`src/rtl/bp_fe_fetch_tracker.sv`:
```
// Tracks fixed-latency iTLB/icache fetches and keeps their results in order in a response queue.
// Latency: a fetch issued in cycle t is visible on resp_v_o in cycle t+latency_p; there is no bypass.
// Backpressure: issue is credit-gated (queued + in-flight < fifo_els_p), so a result never meets a full queue.
module bp_fe_fetch_tracker #(
  parameter int vaddr_width_p = 39,
  parameter int instr_width_p = 32,
  parameter int latency_p     = 2,
  parameter int fifo_els_p    = 4
) (
  input  logic                     clk_i,
  input  logic                     reset_i,
  input  logic                     cmd_v_i,
  input  logic [vaddr_width_p-1:0] cmd_vaddr_i,
  output logic                     cmd_yumi_o,
  output logic                     cache_v_o,
  input  logic                     cache_ready_i,
  input  logic [instr_width_p-1:0] cache_data_i,
  input  logic                     cache_data_v_i,
  input  logic                     itlb_miss_i,
  input  logic                     page_fault_i,
  input  logic                     access_fault_i,
  input  logic                     poison_i,
  input  logic                     flush_i,
  output logic                     resp_v_o,
  output logic [vaddr_width_p-1:0] resp_vaddr_o,
  output logic [instr_width_p-1:0] resp_data_o,
  output logic [2:0]               resp_type_o,
  input  logic                     resp_yumi_i
);

  localparam int credit_w_lp = $clog2(fifo_els_p + latency_p + 1);
  localparam int cnt_w_lp    = $clog2(fifo_els_p + 1);
  localparam int ptr_w_lp    = (fifo_els_p > 1) ? $clog2(fifo_els_p) : 1;
  // The issue cycle is pipe stage 0; only the later stages need registers.
  localparam int stages_lp   = (latency_p > 1) ? latency_p - 1 : 1;

  typedef enum logic [2:0] {
    e_ok           = 3'd0,
    e_access_fault = 3'd1,
    e_page_fault   = 3'd2,
    e_itlb_miss    = 3'd3,
    e_icache_miss  = 3'd4
  } resp_type_e;

  typedef enum logic {e_run, e_wait} state_e;

  typedef struct packed {
    logic [vaddr_width_p-1:0] vaddr;
    logic [instr_width_p-1:0] data;
    resp_type_e               rtype;
  } resp_entry_s;

  state_e                   state_r;
  logic [stages_lp-1:0]     stage_v_r;
  logic [vaddr_width_p-1:0] stage_vaddr_r [stages_lp];
  resp_entry_s              queue_r [fifo_els_p];
  logic [ptr_w_lp-1:0]      wptr_r, rptr_r;
  logic [cnt_w_lp-1:0]      count_r;

  logic                     issue, enq, deq, exc, final_v, queue_empty, queue_full;
  logic [vaddr_width_p-1:0] final_vaddr;
  logic [credit_w_lp-1:0]   inflight, credits;
  resp_type_e               final_type;
  resp_entry_s              enq_entry, head;

  // Count fetches held in the registered pipe stages.
  always_comb begin
    inflight = '0;
    for (int i = 0; i < stages_lp; i++) inflight = inflight + credit_w_lp'(stage_v_r[i]);
  end

  assign credits     = inflight + credit_w_lp'(count_r);
  assign queue_empty = (count_r == '0);
  assign queue_full  = (count_r == cnt_w_lp'(fifo_els_p));

  // Reset also gates issue so nothing is reported accepted while state is being cleared.
  assign issue = cmd_v_i & cache_ready_i & (state_r == e_run) & ~poison_i & ~flush_i & ~reset_i
               & (credits < credit_w_lp'(fifo_els_p));
  assign cmd_yumi_o = issue;
  assign cache_v_o  = issue;

  // With a single-cycle cache the issue cycle is itself the final stage.
  if (latency_p > 1) begin : g_piped
    assign final_v     = stage_v_r[stages_lp-1];
    assign final_vaddr = stage_vaddr_r[stages_lp-1];
  end else begin : g_direct
    assign final_v     = issue;
    assign final_vaddr = cmd_vaddr_i;
  end

  // Classify the final-stage result by fault priority; data is only kept on a clean hit.
  always_comb begin
    final_type = e_ok;
    if (access_fault_i)       final_type = e_access_fault;
    else if (page_fault_i)    final_type = e_page_fault;
    else if (itlb_miss_i)     final_type = e_itlb_miss;
    else if (!cache_data_v_i) final_type = e_icache_miss;
    enq_entry.vaddr = final_vaddr;
    enq_entry.rtype = final_type;
    enq_entry.data  = (final_type == e_ok) ? cache_data_i : '0;
  end

  assign enq = final_v & ~poison_i & ~flush_i;
  assign exc = enq & (final_type != e_ok);

  assign head         = queue_r[rptr_r];
  assign resp_v_o     = ~queue_empty & ~flush_i;
  assign resp_vaddr_o = head.vaddr;
  assign resp_data_o  = head.data;
  assign resp_type_o  = head.rtype;
  assign deq          = resp_v_o & resp_yumi_i;

  // Advance stage valids; poison, flush or an exception kills everything still in the pipe.
  always_ff @(posedge clk_i or posedge reset_i) begin
    if (reset_i) begin
      stage_v_r <= '0;
    end else if (poison_i | flush_i | exc) begin
      stage_v_r <= '0;
    end else begin
      stage_v_r[0] <= issue && (latency_p > 1);
      for (int i = 1; i < stages_lp; i++) stage_v_r[i] <= stage_v_r[i-1];
    end
  end

  // Stage addresses shift freely; only the valids decide whether they mean anything.
  always_ff @(posedge clk_i) begin
    stage_vaddr_r[0] <= cmd_vaddr_i;
    for (int i = 1; i < stages_lp; i++) stage_vaddr_r[i] <= stage_vaddr_r[i-1];
  end

  // Queue storage write at the tail.
  always_ff @(posedge clk_i) begin
    if (enq) queue_r[wptr_r] <= enq_entry;
  end

  // Queue pointers and occupancy; flush empties the queue regardless of enq/deq.
  always_ff @(posedge clk_i or posedge reset_i) begin
    if (reset_i) begin
      wptr_r  <= '0;
      rptr_r  <= '0;
      count_r <= '0;
    end else if (flush_i) begin
      wptr_r  <= '0;
      rptr_r  <= '0;
      count_r <= '0;
    end else begin
      if (enq) wptr_r <= (wptr_r == ptr_w_lp'(fifo_els_p - 1)) ? '0 : wptr_r + ptr_w_lp'(1);
      if (deq) rptr_r <= (rptr_r == ptr_w_lp'(fifo_els_p - 1)) ? '0 : rptr_r + ptr_w_lp'(1);
      case ({enq, deq})
        2'b10:   count_r <= count_r + cnt_w_lp'(1);
        2'b01:   count_r <= count_r - cnt_w_lp'(1);
        default: count_r <= count_r;
      endcase
    end
  end

  // Stall after any exception until the front end redirects with a flush.
  always_ff @(posedge clk_i or posedge reset_i) begin
    if (reset_i)      state_r <= e_run;
    else if (flush_i) state_r <= e_run;
    else if (exc)     state_r <= e_wait;
  end

  a_yumi_only_with_v: assert property (@(posedge clk_i) disable iff (reset_i)
    resp_yumi_i |-> (resp_v_o || flush_i));
  a_no_overflow: assert property (@(posedge clk_i) disable iff (reset_i)
    !(enq && queue_full && !deq));
  a_no_underflow: assert property (@(posedge clk_i) disable iff (reset_i)
    !(deq && queue_empty));

endmodule

```
`config.mk`:
```
export PLATFORM = sky130hd
export DESIGN_NAME = bp_fe_fetch_tracker
export DESIGN_NICKNAME = d
export VERILOG_FILES = /design/src/rtl/bp_fe_fetch_tracker.sv
export SDC_FILE = /design/constraint.sdc
export NUM_CORES = 1
export LEC_CHECK = 0
export CORE_UTILIZATION = 46
export CTS_BUF_LIST = sky130_fd_sc_hd__clkbuf_16
export DETAILED_ROUTE_END_ITERATION = 8
export PLACE_DENSITY = 0.66
export SLEW_MARGIN = 25
export SYNTH_ARGS = -nofsm -noshare
export SYNTH_HDL_FRONTEND = slang
export SYNTH_SLANG_ARGS = --single-unit
```
`constraint.sdc`:
```
create_clock -name clk_i -period 4.53 [get_ports clk_i]
set_input_delay 1.359 -clock clk_i [delete_from_list [all_inputs] [get_ports clk_i]]
set_output_delay 1.359 -clock clk_i [all_outputs]
set_load 0.03 [all_outputs]
```
Word level (Yosys, flattened, before mapping)

Memories as Yosys holds them, arrays and structs flattened.
Cells that the tools add are included.

Latch bits: 0
Memories kept: 2
Word-level logic and storage cells: 60
Register bits: 9
Memory bits (writable): 335
Bits in read-only memories: 0

Memories:

| memory        | words | bits a word | rd ports | clocked after Yosys merged registers in | wr ports | RTL line | RTL |
|---|---|---|---|---|---|---|---|
| queue_r       | 4     | 74          | 1        | 0                                       | 1        | 56       | `resp_entry_s queue_r [fifo_els_p];` |
| stage_vaddr_r | 1     | 39          | 1        | 0                                       | 1        | 55       | `logic [vaddr_width_p-1:0] stage_vaddr_r [stages_lp];` |

Multipliers: 0
$add $sub $neg: 5
Magnitude comparators: 1
Bitwise operators: 18
Divide/modulo/power cells: 0
Mux-type cells: 18
Reduce and logical (&&, ||, !) cells: 7
Shift operators: 0
Eq/ne operators: 4

Operators by type and width:

| cell                | number |
|---|---|
| $mux 32             | 1 |
| $mux 3              | 5 |
| $mux 2              | 6 |
| $and 1x1->1         | 11 |
| $eq 2x2->1 const B  | 3 |
| $logic_not 3->1     | 2 |
| $pmux 3 s2          | 1 |
| $reduce_bool 2->1   | 3 |
| $reduce_bool 3->1   | 2 |
| $mux 1              | 5 |
| $not 1->1           | 5 |
| $add 2x1->2 const B | 2 |
| $add 1x3->3         | 1 |
| $add 3x1->3 const B | 1 |
| $lt 3x3->1 const B  | 1 |
| $sub 3x1->3 const B | 1 |
| $eq 2x1->1 const B  | 1 |
| $or 1x1->1          | 2 |

Longest topological paths before layout

Gate-level depths: netlist of run 1.

Depth after elaboration: 8
Depth in mapped cells: 7
Mapped depth without buffers: 6

Worst setup path after synthesis of run 1

Ideal clock, no wire load.

Kind: input -> output
Start: in flush_i
End: out cmd_yumi_o
Slack: 743 ps
Arrival: 2428 ps
Path buffers: 1
Stages: 4
Cell sequence: nor2_1 > nand4_1 > nor2_1 > buf_4

Word-level cells in the longest chain between the ends: 4

Ends and longest elaborated chain:

| element                   | RTL line | RTL |
|---|---|---|
| from (decl)               | 23       | `input logic flush_i,` |
| $not 1->1                 | 77       | `assign issue = cmd_v_i & cache_ready_i & (state_r == e_run) & ~poison_i & ~flush_i & ~reset_i` |
| $and 1x1->1 (2 in series) | 77       |  |
| $and 1x1->1               | 78       | `& (credits < credit_w_lp'(fifo_els_p));` |
| to (decl)                 | 14       | `output logic cmd_yumi_o,` |

Every way passes these cells.

Final worst setup path of run 1

Ends and elaborated chain as after synthesis.

==> results.py, run 1 <==
metrics = {
    "routing": {
        "routedWlPerCell_um": 20.94,
        "viasPerCell": 5.386,
        "drt_iter0_markers": 483,
        "vias": 5806,
        "first_pass_iters": 6,
        "ant_nets": 0,
        "drc": 9,
        "totalWireLength_mm": 22.57,
    },
    "synth": {
        "ys_ff_latch": 344,
        "netlist_top_cells_area": "edfxtp_1, mux4_2, dfxtp_1",
        "syn_area_per_cell_um2": 22.96,
        "synthDistinctLibCells": 35,
        "synth-edff-count": 296,
        "async_flop_share_pct": 2.616,
        "synth_seq_area_share_pct": 80.09,
        "synth_nets": 626,
        "synth_warnings": 0,
        "syn_area_um2": 12350,
        "synth_top_area_share_pct": 71.95,
        "synth_top_area_cell": "edfxtp_1",
        "synthCells": 538,
        "synthFlopType": "edfxtp_1",
    },
    "floorplan": {
        "start_util_pct": 47.14,
        "io_pins": 159,
        "die-area_um2": 27520,
        "core-area_um2": 26210,
        "rows": 59,
        "die_h_um": 165.9,
        "die_w_um": 165.9,
    },
    "place": {
        "dpl.hpwl_mm": 12.46,
        "gp_congestion": 0.7386,
        "placed_area_um2": 14390,
        "io_buffers": 158,
    },
    "outcome": {
        "violations": "DRC",
        "status": "complete, but fails checks",
    },
    "global_routing": {
        "grt_pass1_wl_mm": 35.65,
        "gr-usage-all-layers_pct": 17.02,
        "grt_max_degree": 75,
        "overflow": 0,
        "antenna_found_initial": 1,
        "grt_pass1_vias": 6293,
    },
    "critical_path": {
        "worstPathArrival_ns": 2.63,
        "worstSetupPathDepth": 6,
        "crit_type": "in2out",
        "path_max_fanout": 10,
        "cp_top_family": "buffers and inverters",
        "cp.required_ns": 3.17,
        "path_buf_inv": 3,
        "critPathSlowestCell": "clkdlybuf4s50_1",
        "slowest_delay_ns": 0.42,
        "cp-start-kind": "primary input",
        "cp_cell_sequence": "clkdlybuf4s50_1, buf_4, nor2_1, nand4_1, nor2_1, buf_4",
        "worstSetupEndpointType": "primary output",
        "r2r.worst_path.cells": 5,
    },
    "clock_tree": {
        "clk_pin_slew_ns": 0.06,
        "htreeDepth": 2,
        "clockBufferDepth": 3,
        "clk_latency_ns": 0.49,
        "postCtsSetupBuffers": 0,
        "cts_made_buffers": 35,
        "cts_hold_buf": 0,
        "ctsResizeCount": 0,
        "cts_tree": "yes",
        "ctsRootBufferMaster": "clkbuf_16",
        "cts_sinks": 344,
    },
    "final_layout": {
        "stdcell_area_um2": 15410,
        "multi_input_area_um2": 2295,
        "drive_gt1_share_pct": 18.71,
        "nFillCells": 1867,
        "nNetsFinal": 807,
        "area_delta_synth_final_pct": 24.74,
        "regArea_um2": 9902,
        "final_util_pct": 58.81,
        "diodes": 0,
    },
    "sta": {
        "rsz0062_at_grt": "false",
        "clock_skew_ns": 0.01018,
        "relSlewSlack_pct": 56.02,
        "finalHoldViolCount": 0,
        "slew_violations": 0,
        "tightestPinTransition_ns": 0.6537,
        "max_freq_mhz": 250.6,
        "timing.final.crit_share_pct": 88.10,
        "setup-violations-final": 0,
        "setup_tns_ns": 0,
        "layout_min_cycle_time_ns": 3.991,
    },
    "power": {
        "leakage_nw": 4.932,
        "power_density_nw_per_um2": 398.7,
        "vdd_drop_max_uv": 367.2,
    },
    "run": {
        "drv_cap": 0,
    },
    "worst_hold_path": {
        "holdPathStages": 0,
        "hp-class": "reg2reg",
    },
}
==> kinds of logic after synthesis <==
| kind of cell | synth area share, % |
|---|---|
| flops | 80.09 |
| fa+ha+maj | 0.6684 |
| buf+inv | 1.499 |
| compound gates | 0.6584 |
| mux | 13.65 |
| xor+xnor | 0.2835 |
| simple gates | 3.150 |
==> Yosys cell counts (3+ instances only) <==
cell type	count
and3_2	4
buf_6	6
inv_1	5
and3_1	32
clkbuf_1	9
dfxtp_1	39
mux4_2	74
ha_1	5
buf_4	4
a21oi_1	3
nand2_1	3
dfrtp_1	9
edfxtp_1	296
xnor2_1	4
nor2_1	11
buf_2	7
nor3_1	5
==> path summary, 6_finish.rpt <==
| kind | end | slack (ns) | start |
|---|---|---|---|
| min | queue_r[0][37] | 0.47 | stage_vaddr_r[0][2] |
| min in group asynchronous | final_v | 1.17 | reset_i |
| max | cmd_yumi_o | 0.54 | flush_i |
| max in group asynchronous | rptr_r[1] | 3.06 | reset_i |
| min reg2reg | queue_r[0][37] | 0.47 | stage_vaddr_r[0][2] |
| max reg2reg | count_r[2] | 2.32 | count_r[0] |
==> per-stage QoR <==
| step | hold WS [ns] | std cells | power (mW) | setup slack, ns |
|---|---|---|---|---|
| 6_report | 0.4735 | 1078 | 6.144 | 0.5391 |
| 5_1_grt | 0.4816 | 1078 | 6.364 | 0.4739 |
| 4_1_cts | 0.4757 | 1078 | 6.218 | 0.5431 |
| 3_5_place_dp | 0.4615 | 1017 | 3.675 | 0.5641 |
| 3_3_place_gp | 0.4449 | 1017 | 3.669 | 0.5953 |
| 2_1_floorplan | 0.4383 | 538 | 3.569 | 0.7430 |
==> state kept, by name, summed over array words and instances (netlist names) <==
register	cells
rptr_r	2
count_r	3
state_r	1
stage_vaddr_r	39
wptr_r	2
final_v	1
queue_r	296
==> placed cells by master, fill, tap and decap left out, types with 5 or more instances in the layout <==
master and n:
clkinv_2 5, edfxtp_1 296, buf_12 7, clkdlybuf4s50_1 156, and3_1 32, dfrtp_1 7, dfxtp_1 39, mux4_2 74
ha_1 5, clkinv_1 7, nor2_1 11, buf_4 7, inv_1 17, clkbuf_16 37
==> power breakdown <==
group	switching [mW]	internal (mW)	total, mW
Clock	1.07	1.46	2.54
Sequential	0.0181	3.44	3.46
Combinational	0.0570	0.0869	0.144
Total	1.15	4.99	6.14
==> area by class of cell <==
cell class	instances	share of cell area (%)
clock buffer	37	6.008
clock inverter	24	0.6252
inverter	5	0.1218
multi-input combinational	163	14.89
sequential	344	64.25
tap	335	2.720
timing repair buffer	170	11.38
==> metal layers <==
| layer | up-vias | track usage [%] | wire [um] |
|---|---|---|---|
| met5 | - | 0 | 11 |
| met1 | 2994 | 21.44 | 9187 |
| li1 | 2586 | - | - |
| met4 | 2 | 6.054 | 528 |
| met3 | 44 | 3.241 | 1261 |
| met2 | 180 | 29.59 | 11590 |
(Power assumes the default switching activity.)
==> inputs of run 2 (changes only) <==
- PLACE_DENSITY: 0.66 -> 0.69
- clock period: 4.53 -> 3.56 ns (I/O delays scaled with it)
==> run 2 against run 1 <==
Compared with the run above: the run still ends with DRC left; routed wire length increased by 1.8%; clock power increased by 30%; final cell count increased by 0.83%; sequential power grew 27%; register-to-register slack worse by 0.97 ns; critical endpoint is now resp_data_o[15]; largest power group unchanged; highest routed layer unchanged.
==> results.py, run 2 (synthesis gave the netlist of run 1 again) <==
metrics = {
    "global_routing": {
        "grt_pass1_vias": 6380,
        "antenna_found_initial": 2,
        "overflow": 0,
        "gr-usage-all-layers_pct": 17.19,
        "grt_max_degree": 75,
        "grt_pass1_wl_mm": 35.91,
    },
    "place": {
        "placed_area_um2": 14460,
        "io_buffers": 158,
        "dpl.hpwl_mm": 13.59,
        "preCtsSetupSlack_ns": 0.1666,
        "gp_congestion": 0.7351,
    },
    "clock_tree": {
        "htreeDepth": 2,
        "cts_tree": "yes",
        "clk_pin_slew_ns": 0.06,
        "cts_sinks": 344,
        "ctsRootBufferMaster": "clkbuf_16",
        "cts_hold_buf": 0,
        "clk_latency_ns": 0.51,
        "cts_made_buffers": 35,
        "clockBufferDepth": 3,
    },
    "final_layout": {
        "nNetsFinal": 814,
        "stdcell_area_um2": 15570,
        "area_delta_synth_final_pct": 26.04,
        "largest_register_ffs": 296,
        "layout.cells.most_common": "edfxtp_1",
        "drive_gt1_share_pct": 20.11,
        "final_cell_mix": "edfxtp_1, clkdlybuf4s50_1, mux4_2",
        "regMostFlops": "queue_r",
        "largestRegisters": "queue_r: 296 flops, stage_vaddr_r: 39 flops, count_r: 3 flops",
    },
    "routing": {
        "route.met2.wl_mm": 12.02,
        "ant_nets": 0,
        "vias": 5828,
        "wl_met3_mm": 1.324,
        "first_pass_iters": 8,
        "drt_iter0_markers": 438,
        "totalWireLength_mm": 22.98,
        "wl_met1_mm": 9.062,
        "viasPerCell": 5.362,
        "maxUsedRoutingLayer": "met5",
        "drc": 22,
        "routedWlPerCell_um": 21.14,
    },
    "critical_path": {
        "crit_start": "rptr_r[0]",
        "worstPathArrival_ns": 2.43,
        "regToRegStartpoint": "count_r[0]",
        "regToRegSetupSlack_ns": 1.35,
        "cp-start-kind": "flop",
        "path_max_fanout": 17,
        "crit_type": "reg2out",
        "rr_endpoint": "count_r[2]",
        "worstSetupEndpointType": "primary output",
        "crit_end": "resp_data_o[15]",
        "r2r.worst_path.cells": 5,
        "cp.required_ns": 2.49,
    },
    "floorplan": {
        "start_util_pct": 47.14,
        "die_h_um": 165.9,
        "die_w_um": 165.9,
        "core-area_um2": 26210,
        "die-area_um2": 27520,
        "io_pins": 159,
        "rows": 59,
    },
    "sta": {
        "timing.final.crit_share_pct": 98.14,
        "rsz0062_at_grt": "false",
        "finalHoldViolCount": 0,
        "relSlewSlack_pct": 63.53,
        "slew_violations": 0,
        "setup-violations-final": 0,
        "layout_setup_ws_ns": 0.06608,
        "setup_tns_ns": 0,
        "clock_skew_ns": 0.01511,
        "tightestPinTransition_ns": 0.5420,
        "layout_min_cycle_time_ns": 3.494,
        "max_freq_mhz": 286.2,
    },
    "power": {
        "vdd_drop_max_uv": 402.1,
        "leakage_nw": 5.195,
        "power_density_nw_per_um2": 505.9,
    },
    "outcome": {
        "status": "complete, but fails checks",
        "violations": "DRC",
    },
    "worst_hold_path": {
        "hp-class": "reg2reg",
    },
    "run": {
        "drv_cap": 0,
    },
}
## run 2: cell types whose count changed in the layout (fill, tap and decap cells not counted), moves of 2 or more
cell             before  now
inv_1                17   19
clkinv_1              7    5
buf_4                 7   15
clkinv_2              5    3
dlymetal6s2s_1        0   27
clkdlybuf4s50_1     156  111
dlygate4sd2_1         0   14
buf_12                7   10
## run 2: layer usage
metal | GRT usage (%) | up-vias
li1 | - | 2604
met1 | 20.80 | 3009
met2 | 30.18 | 167
met3 | 4.218 | 46
met4 | 5.933 | 2
met5 | 0 | -
## run 2: worst min path at each step
| stage | startpoint | to | slack [ns] | depth (start not counted) |
|---|---|---|---|---|
| 3_3_place_gp | stage_vaddr_r[0][29] | queue_r[0][64] | 0.45 | 0 |
| 5_1_grt | stage_vaddr_r[0][8] | queue_r[2][43] | 0.48 | 0 |
| 3_5_place_dp | stage_vaddr_r[0][8] | queue_r[0][43] | 0.46 | 0 |
| 6_report | stage_vaddr_r[0][32] | queue_r[0][67] | 0.48 | 0 |
| 2_1_floorplan | stage_vaddr_r[0][0] | queue_r[0][35] | 0.44 | 0 |
| 4_1_cts | stage_vaddr_r[0][8] | queue_r[1][43] | 0.48 | 0 |
## run 2: worst max-delay path, cell delays in order, from the launching register on
cell and delay [ns]:
dfrtp_4 0.53, buf_12 0.22, mux4_2 0.54, clkdlybuf4s50_1 0.61
## run 2: timing repair
action                                 4_1_cts  5_1_grt
resized for setup                           14       27
setup endpoints to repair                   67       27
endpoints found under the hold margin        0        0
setup buffers                                1        0
pin swaps                                    0        0
## run 2: final cells by class
type	instances	area [um^2]
Timing Repair Buffer	177	1884
Inverter	5	18.77
Clock inverter	26	148.9
Sequential cell	344	9902
Tap cell	335	419.2
Clock buffer	36	900.9
Multi-Input combinational cell	163	2295
Antenna cell	1	2.502
Fill cell	1807	10640
## run 2: metrics by stage
stage	power (mW)	util [%]	hold WS (ns)	instances
after floorplan	4.541	-	0.4383	538
after global placement	4.666	55.18	0.4455	1023
after detailed placement	4.676	55.18	0.4615	1023
after CTS	7.964	59.15	0.4753	1086
after global routing	8.132	59.41	0.4834	1086
final	7.878	59.42	0.4751	1087
## run 2: power by group
| group | internal [mW] | switching [mW] |
|---|---|---|
| Clock | 1.90 | 1.39 |
| Sequential | 4.38 | 0.0240 |
| Combinational | 0.110 | 0.0701 |
